$ cat src/rtl/proc_mem_arbiter.sv
// proc_mem_arbiter: shares one single-ported memory between the fetch (imem) and data (dmem)
// ports with a single outstanding transaction and round-robin grant between simultaneous requesters.
module proc_mem_arbiter #(
    parameter int p_addr_nbits = 32,
    parameter int p_data_nbits = 32
) (
    input  logic                    clk,
    input  logic                    rst,

    input  logic                    imemreq_val,
    output logic                    imemreq_rdy,
    input  logic [p_addr_nbits-1:0] imemreq_addr,
    output logic                    imemresp_val,
    input  logic                    imemresp_rdy,
    output logic [p_data_nbits-1:0] imemresp_data,

    input  logic                    dmemreq_val,
    output logic                    dmemreq_rdy,
    input  logic                    dmemreq_type,
    input  logic [p_addr_nbits-1:0] dmemreq_addr,
    input  logic [p_data_nbits-1:0] dmemreq_wdata,
    output logic                    dmemresp_val,
    input  logic                    dmemresp_rdy,
    output logic [p_data_nbits-1:0] dmemresp_data,

    output logic                    memreq_val,
    input  logic                    memreq_rdy,
    output logic                    memreq_type,
    output logic [p_addr_nbits-1:0] memreq_addr,
    output logic [p_data_nbits-1:0] memreq_wdata,
    input  logic                    memresp_val,
    output logic                    memresp_rdy,
    input  logic [p_data_nbits-1:0] memresp_data,

    output logic [1:0]              trace_grant
);

    typedef enum logic [1:0] {IDLE, ISSUE, WAIT, DELIVER} state_t;

    state_t                  state;
    state_t                  state_next;
    logic                    own;
    logic                    last;
    logic                    grant_i;
    logic                    grant_d;
    logic                    req_type;
    logic [p_addr_nbits-1:0] req_addr;
    logic [p_data_nbits-1:0] req_wdata;
    logic [p_data_nbits-1:0] resp_buf;

    always_ff @(posedge clk or negedge rst) begin
        if (!rst) begin
            state <= IDLE;
        end else begin
            state <= state_next;
        end
    end

    // With both ports valid the one that was not served last wins; last resets to imem so dmem goes first.
    always_comb begin
        state_next   = state;
        grant_i      = 1'b0;
        grant_d      = 1'b0;
        memreq_val   = 1'b0;
        memresp_rdy  = 1'b0;
        imemresp_val = 1'b0;
        dmemresp_val = 1'b0;
        case (state)
            IDLE: begin
                grant_i = imemreq_val && (!dmemreq_val || last);
                grant_d = dmemreq_val && (!imemreq_val || !last);
                if (grant_i || grant_d) begin
                    state_next = ISSUE;
                end
            end
            ISSUE: begin
                memreq_val = 1'b1;
                if (memreq_rdy) begin
                    state_next = WAIT;
                end
            end
            WAIT: begin
                memresp_rdy = 1'b1;
                if (memresp_val) begin
                    state_next = DELIVER;
                end
            end
            DELIVER: begin
                imemresp_val = !own;
                dmemresp_val = own;
                if (own ? dmemresp_rdy : imemresp_rdy) begin
                    state_next = IDLE;
                end
            end
            default: state_next = IDLE;
        endcase
    end

    // Request fields are captured at grant so the memory sees them stable through any ISSUE stall.
    always_ff @(posedge clk or negedge rst) begin
        if (!rst) begin
            own       <= 1'b0;
            last      <= 1'b0;
            req_type  <= 1'b0;
            req_addr  <= '0;
            req_wdata <= '0;
            resp_buf  <= '0;
        end else begin
            if (grant_d) begin
                own       <= 1'b1;
                req_type  <= dmemreq_type;
                req_addr  <= dmemreq_addr;
                req_wdata <= dmemreq_wdata;
            end else if (grant_i) begin
                own       <= 1'b0;
                req_type  <= 1'b0;
                req_addr  <= imemreq_addr;
                req_wdata <= '0;
            end
            if (state == WAIT && memresp_val) begin
                resp_buf <= memresp_data;
            end
            if (state == DELIVER && state_next == IDLE) begin
                last <= own;
            end
        end
    end

    assign imemreq_rdy   = grant_i;
    assign dmemreq_rdy   = grant_d;
    assign memreq_type   = req_type;
    assign memreq_addr   = req_addr;
    assign memreq_wdata  = req_wdata;
    assign imemresp_data = resp_buf;
    assign dmemresp_data = resp_buf;
    assign trace_grant   = (state == IDLE) ? 2'b00 : {own, ~own};

endmodule

$ cat config.mk
export PLATFORM = sky130hd
export DESIGN_NAME = proc_mem_arbiter
export DESIGN_NICKNAME = d
export VERILOG_FILES = /design/src/rtl/proc_mem_arbiter.sv
export SDC_FILE = /design/constraint.sdc
export NUM_CORES = 1
export LEC_CHECK = 0
export CAP_MARGIN = 20
export CELL_PAD_IN_SITES_DETAIL_PLACEMENT = 0
export CELL_PAD_IN_SITES_GLOBAL_PLACEMENT = 2
export CORE_MARGIN = 1
export CORE_UTILIZATION = 22
export DETAILED_ROUTE_END_ITERATION = 7
export HOLD_SLACK_MARGIN = 0.08
export PLACE_DENSITY = 0.88
export SETUP_SLACK_MARGIN = 0.5
export SLEW_MARGIN = 20
export SYNTH_ARGS = -nofsm -noshare
export SYNTH_HDL_FRONTEND = slang
export SYNTH_SLANG_ARGS = --single-unit
$ cat constraint.sdc
create_clock -name clk -period 1.83 [get_ports clk]
set_clock_uncertainty 0.2 [all_clocks]
set_input_delay 0.366 -clock clk [delete_from_list [all_inputs] [get_ports clk]]
set_output_delay 0.366 -clock clk [all_outputs]
set_load 0.05 [all_outputs]
==> summary.txt, run 1 <==
Fin crit share: 1.07
Yosys cell types: 28
Leak: 4.33 nW
DP HPWL: 11,600 µm
Slew HR: 0.772
Antenna viol nets, final: 0
Buf+Inv Stages, Crit Path: 1
GRT Util Overall: 0.153
Synthesized area per cell: 11.7 µm²
Max-Cap Viols: 0
Asr flop ratio synth: 1.00
CP endpoint kind: primary output
Share of cells above drive strength 1: 0.517
Cell Rows: 52
Area leader, netlist: dfrtp_1
Area of the core: 20,200 µm²
Starting DRC count in detailed routing: 114
Pre-CTS WS: -232 ps
CP Data Required Time: 1260 ps
H-tree depth: 3
Later-pin clock latency in the skew report: 340 ps
Routed Wire Length: 16,600 µm
DRC: 0
Yosys top cell area share: 0.557
Ys Warns: 0
Final #Nets: 844
Post-Syn Area: 4540 µm²
N_diodes: 0
Crit-path slowest cell: dfrtp_2
Die Wd: 146 µm
Antenna violations before repair: 0
I/O Buffers: 273
Finished Layout Cells: 982
Vias in the first global route: 4,611
Root buffer cell: clkbuf_16
Full die area: 21,200 µm²
Placed cells: 895
Hold Crit Class: reg2reg
Peak VDD IR: 0.706 mV
Fin crit period: 1960 ps
Remaining global-route overflow: 0
Longest Clk Path Bufs: 2
Syn-to-layout area delta: 112%
CTS sink cnt: 101
Final setup viols: 8
Routed WL per cell: 16.9 µm
Register area share after synthesis: 0.557
Height of the chip: 146 µm
Num CTS Buffers: 9
Status: complete, but fails checks
Max Clk Rate: 510 MHz
Largest stage delay, worst path: 440 ps
RSZ-0062 raised after global routing: yes
Fillers: 1,754
Final worst slack: -131 ps
Seq cells post-synth: 101
Top FF cell, synth: dfrtp_1
CP Cell Sequence: nor2_4 -> and3_4 -> buf_12
Fin. max-slew vios: 0
# IOs: 274
Gpl congestion: 0.831
Largest net degree at the start of global routing: 63
Hold Fails Final Rpt: 0
Worst-Margin Slew: 341 ps
Register-to-register setup slack: -20 ps
First-pass GRT wire length: 25,600 µm
Setup crit start kind: flip-flop
Post-Synthesis Net Count: 526
EDFF count, synth: 0
Crit Path Max Fanout: 4
Initial core utilization: 0.224
Clock transition at the registers of the reported paths: 80 ps
Worst Path Class, Setup: reg2out
CP Data Arrival Time: 1390 ps
Vias/cell: 4.51
Via Count: 4,424
TritonCTS clock tree: yes
Top post-synthesis cells by area: dfrtp_1 (56%), mux2_1 (7.2%), a22o_1 (6.4%), o2111ai_1 (6.0%), buf_4 (5.3%)
DR pass1 iterations: 4
Post-synthesis cell count: 389
Crit-path leading delay family: simple AND/OR/NAND/NOR gates
Power Density: 2160 nW/µm²
Failing checks: setup timing
[layout by cell type (no fill, tap or decap), drive strengths merged]
master | netlist | final
and3 | 1 | 1
dlygate4sd2 | 0 | 1
nand2 | 3 | 3
a31oi | 1 | 1
o21ai | 33 | 33
clkdlybuf4s50 | 0 | 134
and2b | 1 | 1
nand3 | 1 | 1
dlygate4sd3 | 0 | 1
a22o | 33 | 33
o211ai | 32 | 32
or2 | 1 | 1
mux2 | 33 | 33
nor2 | 10 | 10
inv | 36 | 39
nand4 | 1 | 1
a31o | 1 | 1
nand2b | 1 | 1
dfrtp | 101 | 101
a21oi | 2 | 2
nor4b | 1 | 1
o2111ai | 31 | 31
clkinv | 0 | 4
mux2i | 1 | 1
buf | 48 | 235
clkbuf | 17 | 10
[where the power goes]
part / internal (W) / switching (W) / leakage [nW]
combinational: 0.00677 / 0.00758 / 2.96
clock: 0.000968 / 0.000955 / 0.147
sequential: 0.00331 / 0.00124 / 1.22
total: 0.0111 / 0.00977 / 4.33
[path summary, 6_finish.rpt]
check / from / endpoint / cells past startpoint
setup / recovery: state[0]$_DFF_PN0_ / imemreq_rdy / 3
hold / removal: memreq_wdata[10]$_DFFE_PN0P_ / memreq_wdata[10]$_DFFE_PN0P_ / 1
setup reg to reg: state[1]$_DFF_PN0_ / memreq_addr[30]$_DFFE_PN0P_ / 6
hold reg to reg: memreq_wdata[10]$_DFFE_PN0P_ / memreq_wdata[10]$_DFFE_PN0P_ / 1
max in group asynchronous: rst / dmemresp_data[14]$_DFFE_PN0P_ / 3
min in group asynchronous: rst / dmemresp_data[29]$_DFFE_PN0P_ / 3
[logic make-up (layout without fill, tap and decap cells)]
family	Yosys count	in the layout	synth area share
buffers and inverters	101	424	0.119
multiplexers	34	34	0.0841
AO/OA/AOI/OAI	133	133	0.219
AND/OR/NAND/NOR	20	20	0.0215
flip-flops	101	101	0.557
[synthesized netlist by cell type, types with 3 or more instances]
cell type  instances
a22o_1            33
o2111ai_1         31
o21ai_0           32
mux2_2             4
mux2_1            29
o211ai_1          32
buf_2             13
inv_1             35
clkbuf_1          17
dfrtp_1          101
buf_6              3
nor2_1            10
buf_4             32
[routing by layer]
metal  up-vias  global-route usage  wire length (µm)
met5         -                   0                 0
met4         0              0.0458               322
met3        22              0.0423              1090
met2       195               0.266              8420
met1      2169               0.185              6720
li1       2038                   -                 -
[flip-flops by register name (all words and copies together) (netlist names)]
name           count
dmemresp_data     32
memreq_addr       32
memreq_wdata      32
state              2
last               1
memreq_type        1
own                1
[metrics by stage]
stage / utilization / power (W) / hold WS [ps] / setup TNS, ps / cell area, µm²
finish: 0.476 / 0.0208 / 333 / -464 / 9640
global placement: 0.396 / 0.0161 / 164 / -6790 / 8020
CTS: 0.453 / 0.0201 / 339 / -789 / 9170
detailed placement: 0.396 / 0.0163 / 173 / -8790 / 8020
global route: 0.476 / 0.0217 / 362 / -2050 / 9640
floorplan: - / 0.0114 / -130 / 0 / 4680
[layout make-up]
class / count / area, µm² / share of cell area
clock buffers: 9 / 225 / 0.0234
multi-input cells: 187 / 1840 / 0.191
inverters: 36 / 138 / 0.0143
well taps: 270 / 338 / 0.0351
repair buffers: 372 / 4450 / 0.462
clock inverters: 7 / 73.8 / 0.00766
flip-flops and latches: 101 / 2570 / 0.267
[repair_timing]
action | in CTS | in global routing
hold buffers | 1 | 0
pin swaps | 6 | 5
buffers inserted | 23 | 43
gates cloned | 3 | 1
resized for setup | 193 | 26
setup endpoints to repair | 238 | 238
hold endpoints to repair | 101 | 0
(Power assumes the default switching activity.)
==> run 2: changes to the inputs <==
Settings changed: PLACE_DENSITY 0.88 to 0.83.
==> summary.txt, run 2 (synthesis gave the netlist of run 1 again) <==
Final core utilization: 0.454 (-0.0222)
CTS sink cnt: 101 (unchanged)
CP endpoint kind: primary output
Vias in the first global route: 4,521 (-2.0%)
Leak: 4.02 nW (-7.1%)
Vias/cell: 4.51 (+0.17%)
Full die area: 21,200 µm² (unchanged)
Share of cells above drive strength 1: 0.445 (-0.0719)
Power Density: 2170 nW/µm² (+0.45%)
Starting DRC count in detailed routing: 88 (-23%)
Later-pin clock latency in the skew report: 340 ps (about the same)
Num CTS Buffers: 9 (unchanged)
TritonCTS clock tree: yes
Gpl congestion: 0.837 (+0.65%)
Final setup viols: 7 (-1)
Post-DP Area: 8040 µm² (+0.25%)
Peak VDD IR: 1.02 mV (+45%)
Syn-to-layout area delta: 102%
Top Layer Used: met4
CP Data Required Time: 1260 ps (about the same)
Longest Clk Path Bufs: 2 (unchanged)
Hold Fails Final Rpt: 0 (unchanged)
Slew HR: 0.772 (about the same)
Reg2Reg Depth: 6 (unchanged)
Fin crit period: 1970 ps (+10.1 ps)
Routed Wire Length: 16,300 µm (-1.3%)
# IOs: 274 (unchanged)
Metal3 WL: 1120 µm (+2.8%)
Net Switching: 0.00944 W (-3.4%)
Routed WL per cell: 17.3 µm (+2.8%)
Area of the core: 20,200 µm² (unchanged)
Final #Nets: 804 (-4.7%)
Initial core utilization: 0.224 (unchanged)
Antenna viol nets, final: 0 (unchanged)
Setup crit start kind: flip-flop
RSZ-0062 raised after global routing: yes
Final worst slack: -141 ps (-10.1 ps)
Leading cell type in the layout, fill and taps excluded: clkdlybuf4s50_1
Sequential power share: 0.229 (+0.010)
Failing checks: setup timing
Most frequent cells in the layout: clkdlybuf4s50_1 (134), buf_12 (71), buf_6 (71), dfrtp_1 (70), buf_4 (43)
Max-Cap Viols: 0 (unchanged)
Height of the chip: 146 µm (unchanged)
Max Clk Rate: 507 MHz (-0.51%)
P_int: 0.0105 W (-5.0%)
CP Data Arrival Time: 1400 ps (about the same)
Pre-CTS WS: -202 ps (+30.4 ps)
Metal2 WL: 8220 µm (-2.4%)
Design area: 9190 µm² (-4.7%)
Status: complete, but fails checks
Remaining global-route overflow: 0 (unchanged)
Fin crit share: 1.08 (+0.00552)
First-pass GRT wire length: 25,600 µm (-0.21%)
Hold Crit Class: reg2reg
Worst Path Class, Setup: reg2out
Worst-Margin Slew: 342 ps (+0.258 ps)
DR pass1 iterations: 4 (unchanged)
GRT Util Overall: 0.154 (+0.000386)
Root buffer cell: clkbuf_16
Antenna violations before repair: 0 (unchanged)
Clock power share: 0.099 (+0.007)
Comb power frac: 0.671 (-0.018)
Largest net degree at the start of global routing: 55 (-13%)
Switching Share: 0.473 (+0.00414)
M1 wire length: 6750 µm (+0.40%)
Cell Rows: 52 (unchanged)
Die Wd: 146 µm (unchanged)
DP HPWL: 11,600 µm (-0.51%)
Worst hold path depth: 1 (unchanged)
Via Count: 4,251 (-3.9%)
Clock transition at the registers of the reported paths: 60 ps (-20 ps)
Sum of negative setup slack: -575 ps (-111 ps)
H-tree depth: 3 (unchanged)
Crit Path Max Fanout: 4 (unchanged)
N_diodes: 0 (unchanged)
I/O Buffers: 273 (unchanged)
Fin. max-slew vios: 0 (unchanged)
DRC: 0 (unchanged)
## run 2: worst paths after layout
check	slack (ps)	start	end
setup / recovery	-140	state[0]$_DFF_PN0_	imemreq_rdy
hold / removal	340	memreq_wdata[1]$_DFFE_PN0P_	memreq_wdata[1]$_DFFE_PN0P_
setup reg to reg	10	state[1]$_DFF_PN0_	dmemresp_data[8]$_DFFE_PN0P_
hold reg to reg	340	memreq_wdata[1]$_DFFE_PN0P_	memreq_wdata[1]$_DFFE_PN0P_
max in group asynchronous	770	rst	dmemresp_data[31]$_DFFE_PN0P_
min in group asynchronous	360	rst	dmemresp_data[11]$_DFFE_PN0P_
## run 2: power by group through the flow
stage	Combinational, W	Sequential, W	Clock [W]
floorplan	0.00420	0.00719	0
global route	0.0139	0.00469	0.00215
detailed placement	0.0120	0.00441	0
global placement	0.0119	0.00437	0
CTS	0.0129	0.00451	0.00207
finish	0.0134	0.00457	0.00198
## run 2: area by class of cell
class	instances	area [µm²]
inverter	36	140
clock inverter	3	43.8
timing repair buffer	332	4120
multi-input combinational	187	1720
clock buffer	13	260
tap	270	338
fill	1801	11000
sequential	101	2570
## run 2: layer usage
layer / global-route usage / vias up
li1: - / 1951
met1: 0.187 / 2075
met2: 0.264 / 211
met3: 0.0436 / 14
met4: 0.0458 / 0
met5: 0 / -
## run 2: critical path, cell delays in order (launching register included)
cell and delay, ps:
dfrtp_2 440, nor2_4 170, buf_6 120, and3_4 200, buf_12 140
## run 2: through the flow
| step | power [W] | hold WS (ps) | cells |
|---|---|---|---|
| 2_1_floorplan | 0.0114 | -130 | 389 |
| 3_3_place_gp | 0.0162 | 179 | 891 |
| 3_5_place_dp | 0.0164 | 187 | 891 |
| 4_1_cts | 0.0195 | 312 | 926 |
| 5_1_grt | 0.0207 | 354 | 942 |
| 6_report | 0.0199 | 337 | 942 |
## run 2: repair_timing
item                                   in CTS  in global routing
setup endpoints to repair                 238                237
gates cloned                                3                  0
resized for setup                         116                 53
setup buffers                              15                 16
endpoints found under the hold margin     101                  0
pin swaps                                   4                  0
hold buffers                                1                  0
